==> src/rtl/mulalu.sv <==
// Multi-cycle multiply/divide unit beside the EX-stage ALU; writes HI/LO and
// holds busy while a MUL or DIV is in flight.
//
// state | meaning
// IDLE  | waiting for a MUL/DIV request
// MUL   | product settling, count down to terminal count 0
// DIV   | restoring division, one quotient bit per cycle
// DONE  | result on hi/lo_write_data, write strobe on first cycle only

`ifndef W_DATA
`define W_DATA 32
`endif
`ifndef W_FUNC
`define W_FUNC 5
`endif
`ifndef FUNC_MUL
`define FUNC_MUL 5'b11000
`endif
`ifndef FUNC_DIV
`define FUNC_DIV 5'b11010
`endif

module mulalu #(
   parameter int MUL_LAT  = 2,
   parameter int DIV_ITER = 32
) (
   input  logic                 clk,
   input  logic                 rst_n,
   input  logic                 flush,
   input  logic                 ex_hold,
   input  logic [`W_FUNC-1:0]   mulalu_func,
   input  logic                 mulalu_sign,
   input  logic [`W_DATA-1:0]   source_a,
   input  logic [`W_DATA-1:0]   source_b,
   output logic                 busy,
   output logic                 hi_write,
   output logic [`W_DATA-1:0]   hi_write_data,
   output logic                 lo_write,
   output logic [`W_DATA-1:0]   lo_write_data
);

   typedef enum logic [1:0] {IDLE, MUL, DIV, DONE} state_t;

   state_t             state, state_nxt;
   logic [2:0]         count;
   logic [4:0]         iteration;
   logic [31:0]        op_a, op_b;
   logic               op_sign;
   logic [31:0]        rem, quot;
   logic [31:0]        hi_res, lo_res;
   logic               done_first;

   logic               is_mul, is_div, start;
   logic [31:0]        src_mag_a, div_mag;
   logic [63:0]        mul_a64, mul_b64, product;
   logic [32:0]        shifted;
   logic               ge;
   logic [31:0]        rem_step, quot_step;
   logic [31:0]        hi_div, lo_div;

   assign is_mul = (mulalu_func == `FUNC_MUL);
   assign is_div = (mulalu_func == `FUNC_DIV);
   assign start  = (state == IDLE) & (is_mul | is_div) & ~flush;

   assign src_mag_a = (mulalu_sign & source_a[31]) ? (~source_a + 32'd1) : source_a;
   assign div_mag   = (op_sign & op_b[31]) ? (~op_b + 32'd1) : op_b;

   // Low 64 bits of a 64x64 product are correct for two's-complement operands.
   assign mul_a64 = {{32{op_sign & op_a[31]}}, op_a};
   assign mul_b64 = {{32{op_sign & op_b[31]}}, op_b};
   assign product = mul_a64 * mul_b64;

   assign shifted   = {rem, quot[31]};
   assign ge        = (shifted >= {1'b0, div_mag});
   assign rem_step  = ge ? 32'(shifted - {1'b0, div_mag}) : shifted[31:0];
   assign quot_step = {quot[30:0], ge};

   always_comb begin
      hi_div = (op_sign & op_a[31]) ? (~rem_step + 32'd1) : rem_step;
      lo_div = (op_sign & (op_a[31] ^ op_b[31])) ? (~quot_step + 32'd1) : quot_step;
      if (op_b == 32'd0) begin
         hi_div = op_a;
         lo_div = 32'hFFFF_FFFF;
      end
   end

   always_comb begin
      state_nxt = state;
      if (flush) begin
         state_nxt = IDLE;
      end else begin
         case (state)
            IDLE: if (start) state_nxt = is_mul ? MUL : DIV;
            MUL:  if (count == 3'd0) state_nxt = DONE;
            DIV:  if (iteration == 5'(DIV_ITER - 1)) state_nxt = DONE;
            DONE: if (!ex_hold) state_nxt = IDLE;
            default: state_nxt = IDLE;
         endcase
      end
   end

   always_ff @(posedge clk or negedge rst_n) begin
      if (!rst_n) begin
         state      <= IDLE;
         count      <= '0;
         iteration  <= '0;
         op_a       <= '0;
         op_b       <= '0;
         op_sign    <= 1'b0;
         rem        <= '0;
         quot       <= '0;
         hi_res     <= '0;
         lo_res     <= '0;
         done_first <= 1'b0;
      end else begin
         state      <= state_nxt;
         done_first <= (state != DONE) & (state_nxt == DONE);
         if (start) begin
            op_a    <= source_a;
            op_b    <= source_b;
            op_sign <= mulalu_sign;
            if (is_mul) begin
               count <= 3'(MUL_LAT - 1);
            end else begin
               iteration <= '0;
               rem       <= '0;
               quot      <= src_mag_a;
            end
         end else if (!flush && state == MUL) begin
            count <= count - 3'd1;
            if (count == 3'd0) begin
               hi_res <= product[63:32];
               lo_res <= product[31:0];
            end
         end else if (!flush && state == DIV) begin
            iteration <= iteration + 5'd1;
            rem       <= rem_step;
            quot      <= quot_step;
            if (iteration == 5'(DIV_ITER - 1)) begin
               hi_res <= hi_div;
               lo_res <= lo_div;
            end
         end
      end
   end

   assign busy          = start | (state == MUL) | (state == DIV);
   assign hi_write      = (state == DONE) & done_first;
   assign lo_write      = (state == DONE) & done_first;
   assign hi_write_data = hi_res;
   assign lo_write_data = lo_res;

endmodule

==> config.mk <==
export PLATFORM = sky130hd
export DESIGN_NAME = mulalu
export DESIGN_NICKNAME = d
export VERILOG_FILES = /design/src/rtl/mulalu.sv
export SDC_FILE = /design/constraint.sdc
export NUM_CORES = 2
export LEC_CHECK = 0
export CAP_MARGIN = 20
export CORE_UTILIZATION = 30
export CTS_CLUSTER_DIAMETER = 30
export DETAILED_ROUTE_END_ITERATION = 10
export HOLD_SLACK_MARGIN = 0.03
export PLACE_DENSITY = 0.5
export SLEW_MARGIN = 5
export SYNTH_ARGS = -nofsm -noshare
export SYNTH_HDL_FRONTEND = slang
export SYNTH_SLANG_ARGS = --single-unit
==> constraint.sdc <==
create_clock -name clk -period 12.2 [get_ports clk]
set_input_delay 2.44 -clock clk [delete_from_list [all_inputs] [get_ports clk]]
set_output_delay 2.44 -clock clk [all_outputs]
set_load 0.05 [all_outputs]
==> summary.md <==
| Metric | Value |
|---|---|
| First-pass GRT wire length | 273 mm |
| Final hold violation count | 0 |
| Critical Path RT | 12.74 ns |
| Met3 WL | 8.52 mm |
| Synth async-reset ratio | 100% |
| Worst Setup Path Type | flop to flop |
| Chip height | 419 um |
| CTS clock-pin slew for the worst setup and hold paths | 0.04 ns |
| FF-to-FF setup slack | 2.34 ns |
| Total GRT Usage | 20.6% |
| CTS H-tree depth | 2 |
| DRT Pass-1 Iters | 8 |
| Maxcap violations | 0 |
| Postcts setup bufs | 0 |
| Vias in the first global route | 43.8k |
| Vias per cell | 4.95 |
| Largest net degree at the start of global routing | 92 |
| Hold Buf Count CTS | 0 |
| Post-Syn Nets | 7,444 |
| DIE WIDTH | 419 um |
| Top sig layer | met4 |
| Post-synth EDFFs | 0 |
| Commonest non-fill, non-tap cells in the layout | inv_1 (1,150), fa_1 (1,126), nand2_1 (1,056) |
| Clk sink count | 204 |
| Cell variety after synth | 87 |
| Setup crit start kind | flop |
| Most common cell after layout, fill and taps aside | inv_1 |
| Core area | 172,000 sq um |
| Ports | 141 |
| Area Growth Syn to Fin | 11.4% |
| Max FO, Critical Path | 26 |
| Layout Cells excl Fill | 8,281 |
| Max Buffers Root-to-Sink | 3 |
| Worst reg-to-reg path cell count | 28 |
| Register area share after synthesis | 9.78% |
| Area leader, netlist | fa_1 |
| RePlAce Congestion | 0.935 |
| WHS Endpoint | lo_write_data[17] |
| Die area | 176,000 sq um |
| Worst Hold Depth | 2 |
| Reg2reg end | hi_write_data[29] |
| WP data arrival | 10.40 ns |
| FF+latch count, synth | 204 |
| RSZ-0062 raised after global routing | no |
| Initial antenna violation count | 8 |
| Port Buffers | 140 |
| Nets | 7,371 |
| Fin Clk Skew | 0.0472 ns |
| Worst min path class | flop to flop |
| Worst-Margin Slew | 1.22 ns |
| FF-to-FF Start | op_sign |
| Post-synth top flop | dfrtp_1 |
| Dpl cells | 8,163 |
| Grt ovf | 0 |
| Min setup slack post-route | 2.34 ns |
| Share of cells above drive strength 1 | 4.39% |
| F_max | 101 MHz |
| Tmin final | 9.86 ns |
| Wirelength, routed | 177 mm |
| Final setup TNS | 0 ns |
| Final setup fails | 0 |
| Met1 WL | 75.7 mm |
| Post-CTS sizing | 0 |
| Std-Cell Rows | 152 |
| Slowest stage delay, CP | 0.90 ns |
| Synth warn | 0 |
| HPWL Detailed | 140 mm |
| Fillers | 18.1k |
| Dpl ws | 2.31 ns |
| Clk root buf | clkbuf_16 |
| Relative slew slack | 17.9% |
| CTS tree | yes |
| Most frequent CP cell | fa_1 |
| DR WL/cell | 21.4 um |
| Initial Utilization | 30.3% |
| Syn Inst Count | 5,991 |
| Routed wl met2 | 86.1 mm |
| Mean post-synth cell area | 8.71 sq um |
| Synth area leaders | fa_1 (43%), dfrtp_1 (9.8%), inv_1 (8.3%), nand2_1 (7.6%), ha_1 (6.1%) |
| Synth top area share | 43.2% |
| Total CTS buffers | 61 |
| Via count | 41.0k |
| Hold Startpoint | lo_write_data[17] |
| Crit end category | flop |
| ANT nets after route | 0 |
| Syn Std Cell Area | 52,200 sq um |
| Max-slew violations | 0 |
| Outcome | completed |
| Final period util | 80.8% |
| Worst skew pair latency | 0.66 ns |
| Worst path slowest cell | fa_1 |
| DR iter-0 viols | 2,691 |
| DRC | 0 |
## stage by stage
step | utilization, % | hold slack (ns) | area (sq um)
2_1_floorplan | - | 0.445 | 52200
3_3_place_gp | 32.4 | 0.460 | 55800
3_5_place_dp | 32.4 | 0.465 | 55900
4_1_cts | 33.7 | 0.474 | 58100
5_1_grt | 33.8 | 0.492 | 58200
6_report | 33.8 | 0.473 | 58200
## synth_stat cells (all sizes together), types with 46 or more instances
library cell / count
and2: 361
nand3: 60
o21ai: 194
a21o: 61
a21oi: 202
ha: 253
xor2: 97
xnor2: 112
fa: 1126
dfrtp: 204
nor3: 46
clkbuf: 340
inv: 1151
nand2: 1059
nor2: 190
## how the worst max path moves through the flow
stage | startpoint | to | slack [ns]
floorplan | op_a[31] | hi_write_data[29] | 3.75
CTS | op_sign | hi_write_data[29] | 2.30
detailed placement | op_sign | hi_write_data[29] | 2.31
finish | op_sign | hi_write_data[29] | 2.34
global route | op_sign | hi_write_data[29] | 1.78
global placement | op_sign | hi_write_data[29] | 2.47
## registers in the layout, summed over array words and instances, names as in the netlist
| name | count |
|---|---|
| iteration | 5 |
| quot | 32 |
| op_a | 32 |
| state | 2 |
| done_first | 1 |
| hi_write_data | 32 |
| lo_write_data | 32 |
| op_sign | 1 |
| op_b | 32 |
| rem | 32 |
| count | 3 |
## cell type report
class | instances | area [sq um] | area share (%)
inverters | 1152 | 4320 | 7.43
diodes | 4 | 10.0 | 0.0172
flip-flops and latches | 204 | 5110 | 8.78
well taps | 2310 | 2890 | 4.97
repair buffers | 245 | 2240 | 3.85
clock buffers | 80 | 1730 | 2.97
clock inverters | 32 | 505 | 0.869
multi-input cells | 4254 | 41400 | 71.1
## metal layers
metal,vias up,track usage (%)
met2,1179,34.9
met5,-,0
met1,21500,27.4
li1,18100,-
met3,232,1.68
met4,0,7.46
## critical path, delay by kind of cell (launching register included)
| kind | cells | cell delay, ns |
|---|---|---|
| AO/OA/AOI/OAI | 6 | 1.59 |
| XOR/XNOR | 1 | 0.16 |
| adder cells (fa/ha/maj) | 9 | 4.66 |
| buffers and inverters | 8 | 1.47 |
| flip-flops | 1 | 0.31 |
| AND/OR/NAND/NOR | 4 | 1.51 |
## cell families (layout without fill, tap and decap cells)
logic type	after synthesis	count (layout)	synth area share (%)
compound gates	719	719	8.83
xor+xnor	209	209	3.51
fa+ha+maj	1379	1379	49.2
buf+inv	1533	1509	11.1
flops	204	204	9.78
mux	40	40	0.781
other cells	0	4	0
simple gates	1907	1907	16.8
Power is left out: the tool's default activity adds up to more than one toggle a clock period on the data nets, which glitch-free logic cannot reach.
